**src/rtl/bistable_event_decoder.sv**
```systemverilog
`default_nettype none
// ============================================================================
//  Module      : bistable_event_decoder
//  Description : Per-channel level filter and event decoder for level
//                signals already synchronized into the clk domain.
//                A level change is accepted once `in` has differed from
//                the accepted level for FILTER consecutive clock edges.
//                Each acceptance produces a one-cycle rise/fall pulse and
//                sets a sticky pending flag. If a channel accepts again
//                while its pending flag is still set, its overflow flag is
//                set. `irq` is the combinational OR of all pending flags.
//
//  Ports       : clk   - clock; all state updates on the rising edge
//                rst   - synchronous, active-high reset
//                in    - [WIDTH] synchronized level inputs
//                ack   - [WIDTH] per-channel acknowledge; clears pend/ovf
//                out   - [WIDTH] filtered, accepted levels
//                rise  - [WIDTH] one-cycle pulse on an accepted 0->1 change
//                fall  - [WIDTH] one-cycle pulse on an accepted 1->0 change
//                pend  - [WIDTH] sticky event-pending flags
//                ovf   - [WIDTH] sticky event-lost flags
//                irq   - OR of all pend bits
//
//  Revision    : 1.0 - initial release
// ============================================================================
module bistable_event_decoder #(
    parameter int WIDTH  = 2,
    parameter int FILTER = 3    // legal range 1..255
) (
    input  logic             clk,
    input  logic             rst,
    input  logic [WIDTH-1:0] in,
    input  logic [WIDTH-1:0] ack,
    output logic [WIDTH-1:0] out,
    output logic [WIDTH-1:0] rise,
    output logic [WIDTH-1:0] fall,
    output logic [WIDTH-1:0] pend,
    output logic [WIDTH-1:0] ovf,
    output logic             irq
);

    // The counter only ever reaches FILTER-1 (it clears on acceptance), so
    // clog2(FILTER+1) bits always hold that value without wrapping.
    localparam int            CW         = $clog2(FILTER + 1);
    localparam logic [CW-1:0] C_CNT_MAX  = CW'(FILTER - 1);
    localparam logic [CW-1:0] C_CNT_ONE  = CW'(1);
    localparam logic [CW-1:0] C_CNT_ZERO = '0;

    for (genvar i = 0; i < WIDTH; i++) begin : g_chan
        logic [CW-1:0] r_cnt;
        logic          r_out;
        logic          r_rise;
        logic          r_fall;
        logic          r_pend;
        logic          r_ovf;
        logic          w_diff;
        logic          w_accept;

        assign w_diff   = in[i] ^ r_out;
        // With FILTER=1 the maximum is 0, so the first differing edge accepts.
        assign w_accept = w_diff && (r_cnt == C_CNT_MAX);

        always_ff @(posedge clk) begin
            if (rst) begin
                r_cnt  <= C_CNT_ZERO;
                r_out  <= 1'b0;
                r_rise <= 1'b0;
                r_fall <= 1'b0;
                r_pend <= 1'b0;
                r_ovf  <= 1'b0;
            end else begin
                // Consecutive-difference counter: any agreeing edge restarts
                // the filter window, so glitches shorter than FILTER vanish.
                if (!w_diff || w_accept) begin
                    r_cnt <= C_CNT_ZERO;
                end else begin
                    r_cnt <= r_cnt + C_CNT_ONE;
                end

                if (w_accept) begin
                    r_out <= in[i];
                end

                r_rise <= w_accept &  in[i];
                r_fall <= w_accept & ~in[i];

                // A new acceptance wins over ack for pend, so an event that
                // lands on the acknowledging edge is not lost.
                r_pend <= w_accept | (r_pend & ~ack[i]);

                // ack always clears ovf; otherwise a second event arriving
                // while the first is still pending marks a lost event.
                if (ack[i]) begin
                    r_ovf <= 1'b0;
                end else if (w_accept && r_pend) begin
                    r_ovf <= 1'b1;
                end
            end
        end

        assign out[i]  = r_out;
        assign rise[i] = r_rise;
        assign fall[i] = r_fall;
        assign pend[i] = r_pend;
        assign ovf[i]  = r_ovf;
    end

    assign irq = |pend;

endmodule
`default_nettype wire
```
**config.mk**
```make
export PLATFORM = sky130hd
export DESIGN_NAME = bistable_event_decoder
export DESIGN_NICKNAME = d
export VERILOG_FILES = /design/src/rtl/bistable_event_decoder.sv
export SDC_FILE = /design/constraint.sdc
export NUM_CORES = 1
export LEC_CHECK = 0
export CORE_MARGIN = 2
export CORE_UTILIZATION = 23
export DETAILED_ROUTE_END_ITERATION = 12
export RECOVER_POWER = 50
export REMOVE_ABC_BUFFERS = 1
export SYNTH_ARGS = -nofsm -noshare
export SYNTH_HDL_FRONTEND = slang
export SYNTH_SLANG_ARGS = --single-unit
```
**constraint.sdc**
```tcl
create_clock -name clk -period 1.62 [get_ports clk]
set_input_delay 0.324 -clock clk [delete_from_list [all_inputs] [get_ports clk]]
set_output_delay 0.324 -clock clk [all_outputs]
set_load 0.005 [all_outputs]
```
==> metrics.md, run 1 <==
| Metric | Value |
|---|---|
| Share of the synthesized area in the top cell type | 0.475 |
| DR iter-0 viols | 2 |
| Cts hold-fix bufs | 0 |
| Core area | 2450 um2 |
| Worst Path Max Fanout | 5 |
| HPWL after DPL | 806 um |
| Worst-Margin Slew | 0.432 ns |
| Power Density | 869 nW/um2 |
| CTS clk-pin slew, worst paths | 0.08 ns |
| Starting Density | 0.241 |
| Yosys reg bits | 14 |
| Clk sinks | 14 |
| Area growth, synth to finish | 28.6% |
| Largest cells by area after synthesis | dfxtp_1 (47%), buf_4 (13%), o41ai_2 (5.5%) |
| Synth Cell Area | 591 um2 |
| IO Count | 17 |
| RSZ-0062 raised after global routing | false |
| Worst vdd ir | 0.276 mV |
| PnR worst setup slack | 0.0843 ns |
| Final period util | 0.948 |
| Final WL | 1060 um |
| Layout cell share with drive strength beyond 1 | 0.162 |
| Root Buffer | clkbuf_4 |
| Clock Skews | 0.00128 ns |
| Crit. End Element | primary output |
| Outcome | finished, final reports clean |
| Via count | 429 |
| First-pass GRT wire length | 1590 um |
| Max incr delay on CP | 0.54 ns |
| Crit path cell chain | clkdlybuf4s50_1 |
| Number of CTS-inserted buffers | 3 |
| Final nets | 77 |
| Wirelength per Cell | 10.8 um |
| Final ANT Viol Nets | 0 |
| # rows | 18 |
| Pre-CTS setup slack | 0.139 ns |
| Cells after synthesis | 56 |
| Vias/cell | 4.38 |
| Slew headroom | 0.710 |
| Synth unique cells | 15 |
| Final setup fails | 0 |
| Global Route Usage Sum | 0.0760 |
| Largest net degree at the start of global routing | 9 |
| Max Slew Vio Count | 0 |
| Top delay family on crit path | buffers and inverters |
| Total of warnings raised by yosys | 0 |
| Clock Path Buffers | 2 |
| Final Instance Count excl. Fillers | 98 |
| TritonCTS clock tree | built |
| H-tree lvl count | 1 |
| Max cap viols | 0 |
| Fmax | 0.651 GHz |
| Final Total Pwr | 0.660 mW |
| Die ar. | 2990 um2 |
| Startpoint Class | flop |
| DIE WIDTH | 54.7 um |
| Final global-route overflow total | 0 |
| Req. time, crit path | 1.30 ns |
| Crit path max-delay cell type | clkdlybuf4s50_1 |
| # DRC | 0 |
| Final hold violations | 0 |
| Tmin final | 1.54 ns |
| Port bufs | 16 |
| Setup Total Neg Slack | 0 ns |
| Path type of the worst min-delay path | reg2reg |
| Pleak | 0.267 nW |
| Chip height | 54.7 um |
| Clock Latency Late Sink | 0.27 ns |
| Buf+Inv Stages, Crit Path | 1 |
| Crit Path Category | reg2out |
| Pre-antenna DRT Iters | 2 |
| Antenna diode count | 0 |
| Worst EP arrival | 1.21 ns |
| Synthesized area per cell | 10.5 um2 |
| Reg2reg setup slack | 0.56 ns |
| GPL Wtd Cong | 0.630 |
| Dpl cells | 93 |
| Seq/Total Area, Yosys | 0.475 |
| Antenna violations before repair | 0 |
| Yosys top cell by area | dfxtp_1 |
| Vias in the first global route | 400 |
## final timing paths
path,startpoint,end,depth (start not counted)
setup / recovery,g_chan[1].r_out$_SDFFE_PP0P_,out[1],1
hold / removal,g_chan[1].r_cnt[0]$_SDFF_PP0_,g_chan[1].r_cnt[0]$_SDFF_PP0_,1
setup reg to reg,g_chan[0].r_cnt[0]$_SDFF_PP0_,g_chan[0].r_cnt[1]$_SDFF_PP0_,3
hold reg to reg,g_chan[1].r_cnt[0]$_SDFF_PP0_,g_chan[1].r_cnt[0]$_SDFF_PP0_,1
## through the flow
| step | util | hold WS (ns) | instance area [um2] |
|---|---|---|---|
| after floorplan | - | 0.396 | 512 |
| after global placement | 0.295 | 0.407 | 724 |
| after detailed placement | 0.295 | 0.421 | 724 |
| after CTS | 0.310 | 0.432 | 761 |
| after global routing | 0.309 | 0.451 | 759 |
| final | 0.309 | 0.433 | 759 |
## kinds of logic after synthesis
group,Yosys count,synth area share
and+or+nand+nor,17,0.176
buffers and inverters,15,0.159
DFF,14,0.475
AOI/OAI and AO/OA,4,0.0847
xor gates and xnor gates,2,0.0297
muxes,2,0.0339
adders and majority gates,2,0.0424
## cells in the final DEF, fill, tap and decap left out, types with 3 or more instances in the layout
| master | n |
|---|---|
| nor3b_1 | 4 |
| dfxtp_1 | 12 |
| nand2_1 | 3 |
| clkbuf_4 | 3 |
| clkdlybuf4s50_1 | 13 |
| inv_1 | 4 |
| nor4_1 | 4 |
| dlygate4sd3_1 | 3 |
## report_power, final
group	total, mW	internal, mW	switching, mW
clock	0.244	0.137	0.107
combinational	0.0583	0.0309	0.0274
sequential	0.358	0.353	0.00495
total	0.660	0.520	0.140
## synth_stat cells, drive strengths merged
| cell type | n |
|---|---|
| xnor2 | 2 |
| o32ai | 2 |
| o41ai | 2 |
| mux2i | 2 |
| nand2 | 3 |
| buf | 11 |
| ha | 2 |
| nand2b | 2 |
| or3b | 2 |
| nor3b | 4 |
| nor4 | 4 |
| dfxtp | 14 |
| nor2 | 2 |
| inv | 4 |
## final cells by class
cell class	count	area, um2
fillers	275	1700
multi-input cells	27	209
well taps	30	37.5
flip-flops and latches	14	283
repair buffers	19	179
inverters	4	15.0
clock buffers	4	36.3
## registers in the layout, summed over array words and instances, names as in the netlist
signal	count
g_chan.r_fall	2
g_chan.r_rise	2
g_chan.r_pend	2
g_chan.r_out	2
g_chan.r_cnt	4
g_chan.r_ovf	2
## repair_timing
item,in CTS,in global routing
gates resized for setup,0,2
endpoints found under the setup margin,0,1
setup buffers,0,1
## routing by layer
metal | vias up | track usage | share of wire
li1 | 209 | - | -
met4 | 0 | 0.0500 | 0.0038
met2 | 12 | 0.115 | 0.47
met5 | - | 0 | 0
met3 | 2 | 0.0246 | 0.063
met1 | 206 | 0.0908 | 0.46
No activity file was read; power rests on OpenSTA's default activity.
==> run 2: changes to the inputs <==
Settings changed: CTS_BUF_LIST from default to sky130_fd_sc_hd__clkbuf_4 sky130_fd_sc_hd__clkbuf_8, SETUP_SLACK_MARGIN from default to 0.02.
==> metrics.md, run 2 (synthesis results as in run 1) <==
| Metric | Value |
|---|---|
| Final Instance Count excl. Fillers | 98 (unchanged) |
| Wirelength per Cell | 10.9 um (was 10.8 um) |
| Power Density | 867 nW/um2 (was 869 nW/um2) |
| H-tree lvl count | 1 (unchanged) |
| Largest net degree at the start of global routing | 9 (unchanged) |
| Pre-CTS setup slack | 0.139 ns (unchanged) |
| Tmin final | 1.54 ns (about the same) |
| Req. time, crit path | 1.30 ns (about the same) |
| Global Route Usage Sum | 0.0760 (unchanged) |
| Crit. End Element | primary output (unchanged) |
| CTS clk-pin slew, worst paths | 0.08 ns (about the same) |
| Max incr delay on CP | 0.49 ns (was 0.54 ns) |
| Final period util | 0.948 (about the same) |
| Final WL | 1060 um (about the same) |
| Vias in the first global route | 400 (unchanged) |
| Crit path cell chain | inv_1 > nand2_1 > clkdlybuf4s50_1 (was clkdlybuf4s50_1) |
| Fmax | 0.651 GHz (about the same) |
| Antenna violations before repair | 0 (unchanged) |
| Slew headroom | 0.710 (about the same) |
| Reg-to-Reg End | g_chan[0].r_cnt[1]$_SDFF_PP0_ (unchanged) |
| Worst vdd ir | 0.276 mV (about the same) |
| Final hold violations | 0 (unchanged) |
| Worst Path Max Fanout | 2 (was 5) |
| Pre-antenna DRT Iters | 2 (unchanged) |
| Critical Path Source | g_chan[1].r_pend$_SDFF_PP0_ (was g_chan[1].r_out$_SDFFE_PP0P_) |
| Core area | 2450 um2 (unchanged) |
| Chip height | 54.7 um (unchanged) |
| Clk sinks | 14 (unchanged) |
| Max Slew Vio Count | 0 (unchanged) |
| Layout cell share with drive strength beyond 1 | 0.191 (was 0.162) |
| Max reg flops | 4 (unchanged) |
| RSZ-0062 raised after global routing | false (unchanged) |
| Reg with most FFs | g_chan.r_cnt (unchanged) |
| Pleak | 0.268 nW (was 0.267 nW) |
| # DRC | 0 (unchanged) |
| Hold slack | 0.433 ns (unchanged) |
| Starting Density | 0.241 (unchanged) |
| Area growth, synth to finish | 29.0% (was 28.6%) |
| First-pass GRT wire length | 1590 um (unchanged) |
| PnR worst setup slack | 0.0846 ns (was 0.0843 ns) |
| Startpoint Class | flop (unchanged) |
| # rows | 18 (unchanged) |
| Final global-route overflow total | 0 (unchanged) |
| DR iter-0 viols | 2 (unchanged) |
| CP Depth | 3 (was 1) |
| Final setup fails | 0 (unchanged) |
| Post-Route Utilization | 0.310 (was 0.309) |
| Cts hold-fix bufs | 0 (unchanged) |
| Reg2reg setup slack | 0.56 ns (about the same) |
| Most frequent cells in the layout | clkdlybuf4s50_1 (13), dfxtp_1 (10) (was clkdlybuf4s50_1 (13), dfxtp_1 (12), inv_1 (4), nor3b_1 (4), nor4_1 (4)) |
| Antenna diode count | 0 (unchanged) |
| Max cap viols | 0 (unchanged) |
| Clock Skews | 0.00140 ns (was 0.00128 ns) |
| Commonest non-fill, non-tap cell in the layout | clkdlybuf4s50_1 (unchanged) |
| Final nets | 77 (unchanged) |
| Crit path max-delay cell type | clkdlybuf4s50_1 (unchanged) |
| Top delay family on crit path | buffers and inverters (unchanged) |
| Worst R2R Path Depth | 3 (unchanged) |
| Critical path capture point | irq (was out[1]) |
| DIE WIDTH | 54.7 um (unchanged) |
| Fillers | 275 (unchanged) |
| Root Buffer | clkbuf_4 (unchanged) |
| HPWL after DPL | 806 um (unchanged) |
| Dpl cells | 93 (unchanged) |
| Final ANT Viol Nets | 0 (unchanged) |
| Path type of the worst min-delay path | reg2reg (unchanged) |
| Worst EP arrival | 1.21 ns (about the same) |
| FF-to-FF Start | g_chan[0].r_cnt[0]$_SDFF_PP0_ (unchanged) |
| Worst-Margin Slew | 0.432 ns (about the same) |
| Buf+Inv Stages, Crit Path | 2 (was 1) |
| Port bufs | 16 (unchanged) |
| TritonCTS clock tree | built (unchanged) |
| IO Count | 17 (unchanged) |
| Via count | 429 (unchanged) |
| Outcome | finished, final reports clean (unchanged) |
| Vias/cell | 4.38 (unchanged) |
| Clock Path Buffers | 2 (unchanged) |
| GPL Wtd Cong | 0.630 (unchanged) |
| Setup Total Neg Slack | 0 ns (unchanged) |
| Die ar. | 2990 um2 (unchanged) |
| Clock Latency Late Sink | 0.27 ns (about the same) |
| Crit Path Category | reg2out (unchanged) |
| Number of CTS-inserted buffers | 3 (unchanged) |
## run 2: through the flow
stage               instance area (um2)  power [mW]
floorplan                           512       0.389
global placement                    724       0.425
detailed placement                  724       0.427
CTS                                 762       0.673
global route                        762       0.698
finish                              762       0.660
## run 2: worst reg2reg max path, stage by stage, from the launching register on
cell and delay (ns):
dfxtp_1 0.34, inv_1 0.04, ha_1 0.28, nor4_1 0.29
## run 2: worst min-delay path by stage
stage	from	endpoint	slack (ns)	depth (start not counted)
after global routing	g_chan[1].r_cnt[0]$_SDFF_PP0_	g_chan[1].r_cnt[0]$_SDFF_PP0_	0.45	1
after detailed placement	g_chan[1].r_cnt[0]$_SDFF_PP0_	g_chan[1].r_cnt[0]$_SDFF_PP0_	0.42	1
final	g_chan[1].r_cnt[0]$_SDFF_PP0_	g_chan[1].r_cnt[0]$_SDFF_PP0_	0.43	1
after global placement	g_chan[0].r_cnt[0]$_SDFF_PP0_	g_chan[0].r_cnt[0]$_SDFF_PP0_	0.41	1
after CTS	g_chan[1].r_cnt[0]$_SDFF_PP0_	g_chan[1].r_cnt[0]$_SDFF_PP0_	0.43	1
after floorplan	rst	g_chan[0].r_out$_SDFFE_PP0P_	0.40	1
## run 2: per-layer routing
layer,GRT usage,vias up,wire (um)
li1,-,209,-
met1,0.0908,206,487
met2,0.115,12,504
met3,0.0246,2,67
met4,0.0500,0,4
met5,0,-,0
## run 2: area by class of cell
cell class,count,area (um2),area share
Tap cell,30,37.5,0.0493
Inverter,4,15.0,0.0197
Multi-Input combinational cell,27,209,0.274
Timing Repair Buffer,19,179,0.235
Sequential cell,14,285,0.374
Clock buffer,4,36.3,0.0476
## run 2: timing repair
| item | CTS | global route |
|---|---|---|
| buffers inserted | 0 | 1 |
| gates resized for setup | 1 | 3 |
| endpoints found under the setup margin | 1 | 3 |
| pin swaps | 0 | 0 |
## run 2: power by group
group / total [mW] / leakage [nW] / switching, mW / internal, mW
sequential: 0.358 / 0.115 / 0.00495 / 0.353
combinational: 0.0583 / 0.131 / 0.0274 / 0.0309
clock: 0.244 / 0.0210 / 0.107 / 0.137
==> run 3: changes to the inputs <==
Settings changed: TNS_END_PERCENT from default to 30.
==> results of run 3 <==
Same layout as run 1 (identical final DEF). Status: finished, final reports clean.
Among the figures that moved: number of gates resized after CTS 0 -> 1
